<file path="src/rtl/fetch_pkg.sv">
// Shared types for the instruction fetch stage: FSM state, word width and the
// prefetch FIFO entry carrying an instruction together with its PC.
package fetch_pkg;

  localparam int unsigned WORD_W = 32;

  typedef enum logic [0:0] {
    FETCH = 1'b0,
    DRAIN = 1'b1
  } fetch_state_t;

  typedef struct packed {
    logic [WORD_W-1:0] pc;
    logic [WORD_W-1:0] insn;
  } fetch_entry_t;

endpackage

</file>
<file path="src/rtl/fetch_fifo.sv">
// Prefetch FIFO of {pc, insn} entries with flush; the head is presented combinationally.
module fetch_fifo
  import fetch_pkg::*;
#(
  parameter int unsigned DEPTH = 4
) (
  input  logic                   clk,
  input  logic                   rst_n,
  input  logic                   push,
  input  fetch_entry_t           push_data,
  input  logic                   pop,
  input  logic                   flush,
  output fetch_entry_t           head,
  output logic [$clog2(DEPTH):0] count,
  output logic                   full,
  output logic                   empty
);

  localparam int unsigned AW    = $clog2(DEPTH);
  localparam int unsigned CNT_W = AW + 1;

  fetch_entry_t     mem_q [DEPTH];
  logic [AW-1:0]    wr_q, rd_q;
  logic [CNT_W-1:0] count_q;
  logic             do_push, do_pop;

  assign empty = (count_q == '0);
  assign full  = (count_q == CNT_W'(DEPTH));
  // A push into a full FIFO is only legal when the head leaves on the same edge.
  assign do_push = push && (!full || pop);
  assign do_pop  = pop && !empty;
  assign head    = mem_q[rd_q];
  assign count   = count_q;

  always_ff @(posedge clk or negedge rst_n) begin
    if (!rst_n) begin
      for (int i = 0; i < int'(DEPTH); i++) begin
        mem_q[i] <= '0;
      end
      wr_q    <= '0;
      rd_q    <= '0;
      count_q <= '0;
    end else if (flush) begin
      wr_q    <= '0;
      rd_q    <= '0;
      count_q <= '0;
    end else begin
      if (do_push) begin
        mem_q[wr_q] <= push_data;
        wr_q        <= wr_q + AW'(1);
      end
      if (do_pop) begin
        rd_q <= rd_q + AW'(1);
      end
      count_q <= count_q + CNT_W'(do_push) - CNT_W'(do_pop);
    end
  end

endmodule

</file>
<file path="src/rtl/insn_fetch.sv">
// Instruction fetch: owns the PC, issues credit-limited memory requests, buffers
// responses in a prefetch FIFO and discards in-flight responses after a redirect.
module insn_fetch
  import fetch_pkg::*;
#(
  parameter int unsigned       DEPTH    = 4,
  parameter logic [WORD_W-1:0] RESET_PC = 32'h0
) (
  input  logic              clk,
  input  logic              rst_n,
  output logic              imem_req_valid,
  input  logic              imem_req_ready,
  output logic [WORD_W-1:0] imem_req_addr,
  input  logic              imem_rsp_valid,
  input  logic [WORD_W-1:0] imem_rsp_data,
  output logic              insn_valid,
  input  logic              insn_ready,
  output logic [WORD_W-1:0] insn,
  output logic [WORD_W-1:0] insn_pc,
  input  logic              redirect,
  input  logic [WORD_W-1:0] redirect_pc
);

  localparam int unsigned CNT_W = $clog2(DEPTH) + 1;

  fetch_state_t      state_q, state_d;
  logic [WORD_W-1:0] pc_q, pc_d, rsp_pc_q, rsp_pc_d;
  logic [CNT_W-1:0]  out_q, out_d, drop_q, drop_d, fifo_count;
  logic [CNT_W:0]    credit_sum;
  logic              run_q;
  logic              fifo_empty, unused_full;
  logic              req_fire, rsp_push;
  fetch_entry_t      push_entry, head_entry;

  // Buffered plus in-flight words never exceed DEPTH, so every response has a slot.
  assign credit_sum     = {1'b0, fifo_count} + {1'b0, out_q};
  // run_q keeps the request low until the first edge after reset release.
  assign imem_req_valid = run_q && (state_q == FETCH) && !redirect &&
                          (credit_sum < (CNT_W + 1)'(DEPTH));
  assign imem_req_addr  = pc_q;
  assign req_fire       = imem_req_valid && imem_req_ready;
  assign rsp_push       = imem_rsp_valid && !redirect && (state_q == FETCH);
  assign push_entry     = '{pc: rsp_pc_q, insn: imem_rsp_data};

  always_comb begin
    state_d  = state_q;
    drop_d   = drop_q;
    pc_d     = pc_q;
    rsp_pc_d = rsp_pc_q;
    out_d    = out_q + CNT_W'(req_fire) - CNT_W'(imem_rsp_valid);

    if (redirect) begin
      // Everything still in flight after this edge is stale.
      drop_d   = out_d;
      state_d  = (out_d != '0) ? DRAIN : FETCH;
      pc_d     = redirect_pc;
      rsp_pc_d = redirect_pc;
    end else begin
      if (req_fire) begin
        pc_d = pc_q + 32'd1;
      end
      if (rsp_push) begin
        rsp_pc_d = rsp_pc_q + 32'd1;
      end
      if (state_q == DRAIN) begin
        if (drop_q == '0) begin
          state_d = FETCH;
        end else if (imem_rsp_valid) begin
          drop_d = drop_q - CNT_W'(1);
          if (drop_q == CNT_W'(1)) begin
            state_d = FETCH;
          end
        end
      end
    end
  end

  always_ff @(posedge clk or negedge rst_n) begin
    if (!rst_n) begin
      state_q  <= FETCH;
      pc_q     <= RESET_PC;
      rsp_pc_q <= RESET_PC;
      out_q    <= '0;
      drop_q   <= '0;
      run_q    <= 1'b0;
    end else begin
      state_q  <= state_d;
      pc_q     <= pc_d;
      rsp_pc_q <= rsp_pc_d;
      out_q    <= out_d;
      drop_q   <= drop_d;
      run_q    <= 1'b1;
    end
  end

  fetch_fifo #(
    .DEPTH(DEPTH)
  ) u_fifo (
    .clk      (clk),
    .rst_n    (rst_n),
    .push     (rsp_push),
    .push_data(push_entry),
    .pop      (insn_ready),
    .flush    (redirect),
    .head     (head_entry),
    .count    (fifo_count),
    .full     (unused_full),
    .empty    (fifo_empty)
  );

  assign insn_valid = !fifo_empty;
  assign insn       = head_entry.insn;
  assign insn_pc    = head_entry.pc;

endmodule

</file>
<file path="config.mk">
export PLATFORM = sky130hd
export DESIGN_NAME = insn_fetch
export DESIGN_NICKNAME = d
export VERILOG_FILES = /design/src/rtl/fetch_pkg.sv /design/src/rtl/fetch_fifo.sv /design/src/rtl/insn_fetch.sv
export SDC_FILE = /design/constraint.sdc
export NUM_CORES = 1
export LEC_CHECK = 0
export ABC_CLOCK_PERIOD_IN_PS = 2900
export BUFFER_PORTS_ARGS = -buffer_cell sky130_fd_sc_hd__buf_4
export CAP_MARGIN = 20
export CORE_UTILIZATION = 53
export DETAILED_ROUTE_END_ITERATION = 8
export GPL_TIMING_DRIVEN = 0
export PLACE_DENSITY = 0.74
export SYNTH_ARGS = -nofsm -noshare
export SYNTH_HDL_FRONTEND = slang
export SYNTH_SLANG_ARGS = --single-unit
</file>
<file path="constraint.sdc">
create_clock -name clk -period 2.9 [get_ports clk]
set_input_delay 0.145 -clock clk [delete_from_list [all_inputs] [get_ports clk]]
set_output_delay 0.145 -clock clk [all_outputs]
set_load 0.005 [all_outputs]
</file>
==> out/results.txt <==
Row count - 62
Crit path cell chain - ha_4 -> nor4b_4 -> and4_4 -> clkinvlp_4 -> ha_4 -> inv_2 -> ha_4 -> fa_2 -> xnor2_2 -> o31ai_2 -> o21ai_1
Flop pwr share - 0.410
Flops & latches, synth - 335
Leakage - 8.85 nW
Vias per inst - 5.69
Leading post-synthesis cells by cell area - dfrtp_1, mux2_2, mux4_2, xnor2_1, nand2_1
DRC viols - 0
CP bufs+invs - 2
Worst path required time - 3.29 ns
Layout Nets - 1483
Total CTS buffers - 35
Top Ports - 168
Gr ovfl total - 0
Die Span Y - 174 um
Ys async rst share - 1.00
Root Driver - clkbuf_16
Final hold vios - 0
PwrDens - 812 nW/um2
EDFF count, synth - 0
Slew @ Worst Pin - 0.875 ns
Worst-skew pair later-pin latency - 0.51 ns
Final Routed Wirelength - 36.1 mm
Final setup fails - 0
Largest net degree at the start of global routing - 102
Clk sink count - 335
Clock network fraction of total power - 0.271
CP max stage delay - 0.41 ns
Final Cycle Share - 0.982
Crit Path Class - flop to flop
GRT Total Usage - 0.246
Area leader, netlist - dfrtp_1
Die Area - 30100 um2
Final std cells w/o fill - 1802
Fin crit period - 2.85 ns
Critical path endpoint category - flop
Worst slew margin - 0.416
Core Box Area - 28900 um2
1st-iter DRT viols - 600
Antenna cells - 0
Port bufs - 167
Chip width - 174 um
CTS tree - yes
P_int - 11.2 mW
Top Family by Delay on Critical Path - adder cells
VDD IR max - 0.387 mV
Synth cell types - 55
CP startpoint kind - flop
Hpwl dp - 24.4 mm
Post-synth top area share - 0.538
Switch Pwr - 4.40 mW
CP arrival - 3.23 ns
Setup TNS - 0 ns
Tot Pwr - 15.6 mW
First-pass GRT wire length - 58.3 mm
Most frequent CP cell - ha_4
Worst Hold Class - primary input to flop
Max-cap violations - 0
Synthesis-to-layout area growth - 23.4%
Layout Skew - 0.0154 ns
Sw frac - 0.282
Primary FF master, synth - dfrtp_1
FMAX - 351 MHz
Crit-path slowest cell - dfrtp_1
Max Slew Vio Count - 0
Maximum root-to-sink buffer count - 3
CP max FO - 3
CTS H-tree depth - 2
Gate Count Post-Synth - 1120
Share of cells above drive strength 1 - 0.441
WL per Instance - 20.0 um
Setup repair after global routing missed its margin - false
Synth Area per Inst - 13.9 um2
Post-Place Cell Area - 17400 um2
Detailed Routing Iterations Pass 1 - 7
Via count - 10300
Status - finished clean
Antenna viol nets, final - 0
Final core area utilization - 0.667
Post-Syn Nets - 1207
Number of global-route vias before repair - 10700
Fin area - 19200 um2
Ys Warns - 0
Synthesized cell area - 15600 um2
Placed insts - 1674
Clock-pin slew on the worst setup and hold paths - 0.06 ns
Logic pwr share - 0.320
Sequential-to-total area share from yosys stat - 0.538
Reg-to-reg setup timing slack - 0.05 ns
GP Congestion - 0.888
Starting Density - 0.540
Initial antenna violation count - 0
[worst min-delay path, cell delays in order]
cell and delay, ns:
buf_4 0.08, nand2b_1 0.14, o31a_1 0.14
[layout make-up]
cell class,instances,area [um2]
Multi-Input combinational cell,687,6850
Inverter,26,101
Clock inverter,7,41.3
Clock buffer,52,1030
Sequential cell,335,8380
Tap cell,384,480
Timing Repair Buffer,240,2020
Fill cell,2078,9610
Buffer,71,339
[what timing repair did]
| item | in CTS | in global routing |
|---|---|---|
| endpoints found under the hold margin | 246 | 0 |
| endpoints found under the setup margin | 43 | 3 |
| gates cloned | 0 | 0 |
| resized for setup | 17 | 3 |
| pin swaps | 7 | 4 |
| hold buffers | 62 | 0 |
| buffers inserted | 6 | 2 |
[registers in the layout, summed over array words and instances, names as in the netlist]
signal	flops
u_fifo.mem_q	256
u_fifo.count	3
u_fifo.wr_q	2
state_q	1
u_fifo.rd_q	2
drop_q	3
run_q	1
out_q	3
imem_req_addr	32
rsp_pc_q	32
[cell families after synthesis]
family	synth area share
simple gates	0.0712
other cells	0.000240
buf+inv	0.0281
mux	0.288
flops	0.538
compound gates	0.0342
fa+ha+maj	0.0146
xor+xnor	0.0264
[power groups by stage]
stage          clock [mW]  combinational, mW  sequential, mW
6_report             4.23               5.00            6.41
5_1_grt              4.52               5.42            6.54
4_1_cts              4.32               5.05            6.39
3_5_place_dp            0               4.80            6.46
3_3_place_gp            0               4.67            6.40
2_1_floorplan           0               2.90            6.23
[layer usage]
layer	wire length [um]	track usage	up-vias
li1	-	-	4658
met3	2030	0.0404	59
met4	796	0.0675	0
met5	0	0	-
met1	15700	0.341	5212
met2	17500	0.406	331
[per-stage QoR]
| step | hold slack, ns | worst slack (ns) |
|---|---|---|
| after global placement | 0.380 | -1.42 |
| after floorplan | -0.151 | 0.135 |
| after detailed placement | 0.0897 | -0.449 |
| after global routing | 0.0382 | 0.00643 |
| final | 0.0355 | 0.0514 |
| after CTS | 0.00975 | -0.0309 |
[path summary, 6_finish.rpt]
kind | startpoint | endpoint | cells past startpoint
worst min-delay path | redirect_pc[23] | imem_req_addr[23]$_DFFE_PN0P_ | 3
worst min register to register | u_fifo.mem_q[59]$_DFFE_PN0P_ | u_fifo.mem_q[59]$_DFFE_PN0P_ | 2
worst max register to register | u_fifo.count[2]$_DFF_PN0_ | state_q$_DFF_PN0_ | 11
worst max-delay path | u_fifo.count[2]$_DFF_PN0_ | state_q$_DFF_PN0_ | 11
min in group asynchronous | rst_n | u_fifo.mem_q[149]$_DFFE_PN0P_ | 2
max in group asynchronous | rst_n | u_fifo.mem_q[199]$_DFFE_PN0P_ | 4
[cell usage in the layout (no fill, tap or decap), types with 23 or more instances in the layout]
cell type | netlist | layout
nor2_1 | 23 | 23
nand4_1 | 23 | 23
inv_1 | 26 | 24
nand3_1 | 23 | 23
mux4_2 | 64 | 64
o21ai_0 | 31 | 30
dlygate4sd3_1 | 0 | 62
mux2_2 | 267 | 267
buf_4 | 6 | 180
xnor2_1 | 31 | 30
clkbuf_1 | 20 | 28
clkbuf_16 | 0 | 37
buf_2 | 36 | 36
nand2_1 | 54 | 54
dfrtp_1 | 335 | 334
[cell usage after synthesis (2+ instances only)]
cell,number
ha_1,15
nand2b_1,6
o31ai_1,2
o31a_1,7
mux2i_1,4
nand2_2,4
or3_1,8
and2_1,7
inv_1,26
fa_1,2
and3_1,9
nor2_1,23
nand3_1,23
buf_1,8
a21o_1,2
buf_2,36
xnor2_1,31
nor3_1,14
nand2_1,54
a21oi_1,12
mux2_2,267
and4_1,8
buf_4,6
o21ai_0,31
dfrtp_1,335
nor4_1,11
o21a_1,5
clkbuf_2,2
nor2b_1,4
nand4_1,23
mux4_2,64
clkbuf_1,20
a31oi_1,11
a21boi_0,3
xor2_1,16
o211ai_1,2
(Power assumes the default switching activity.)
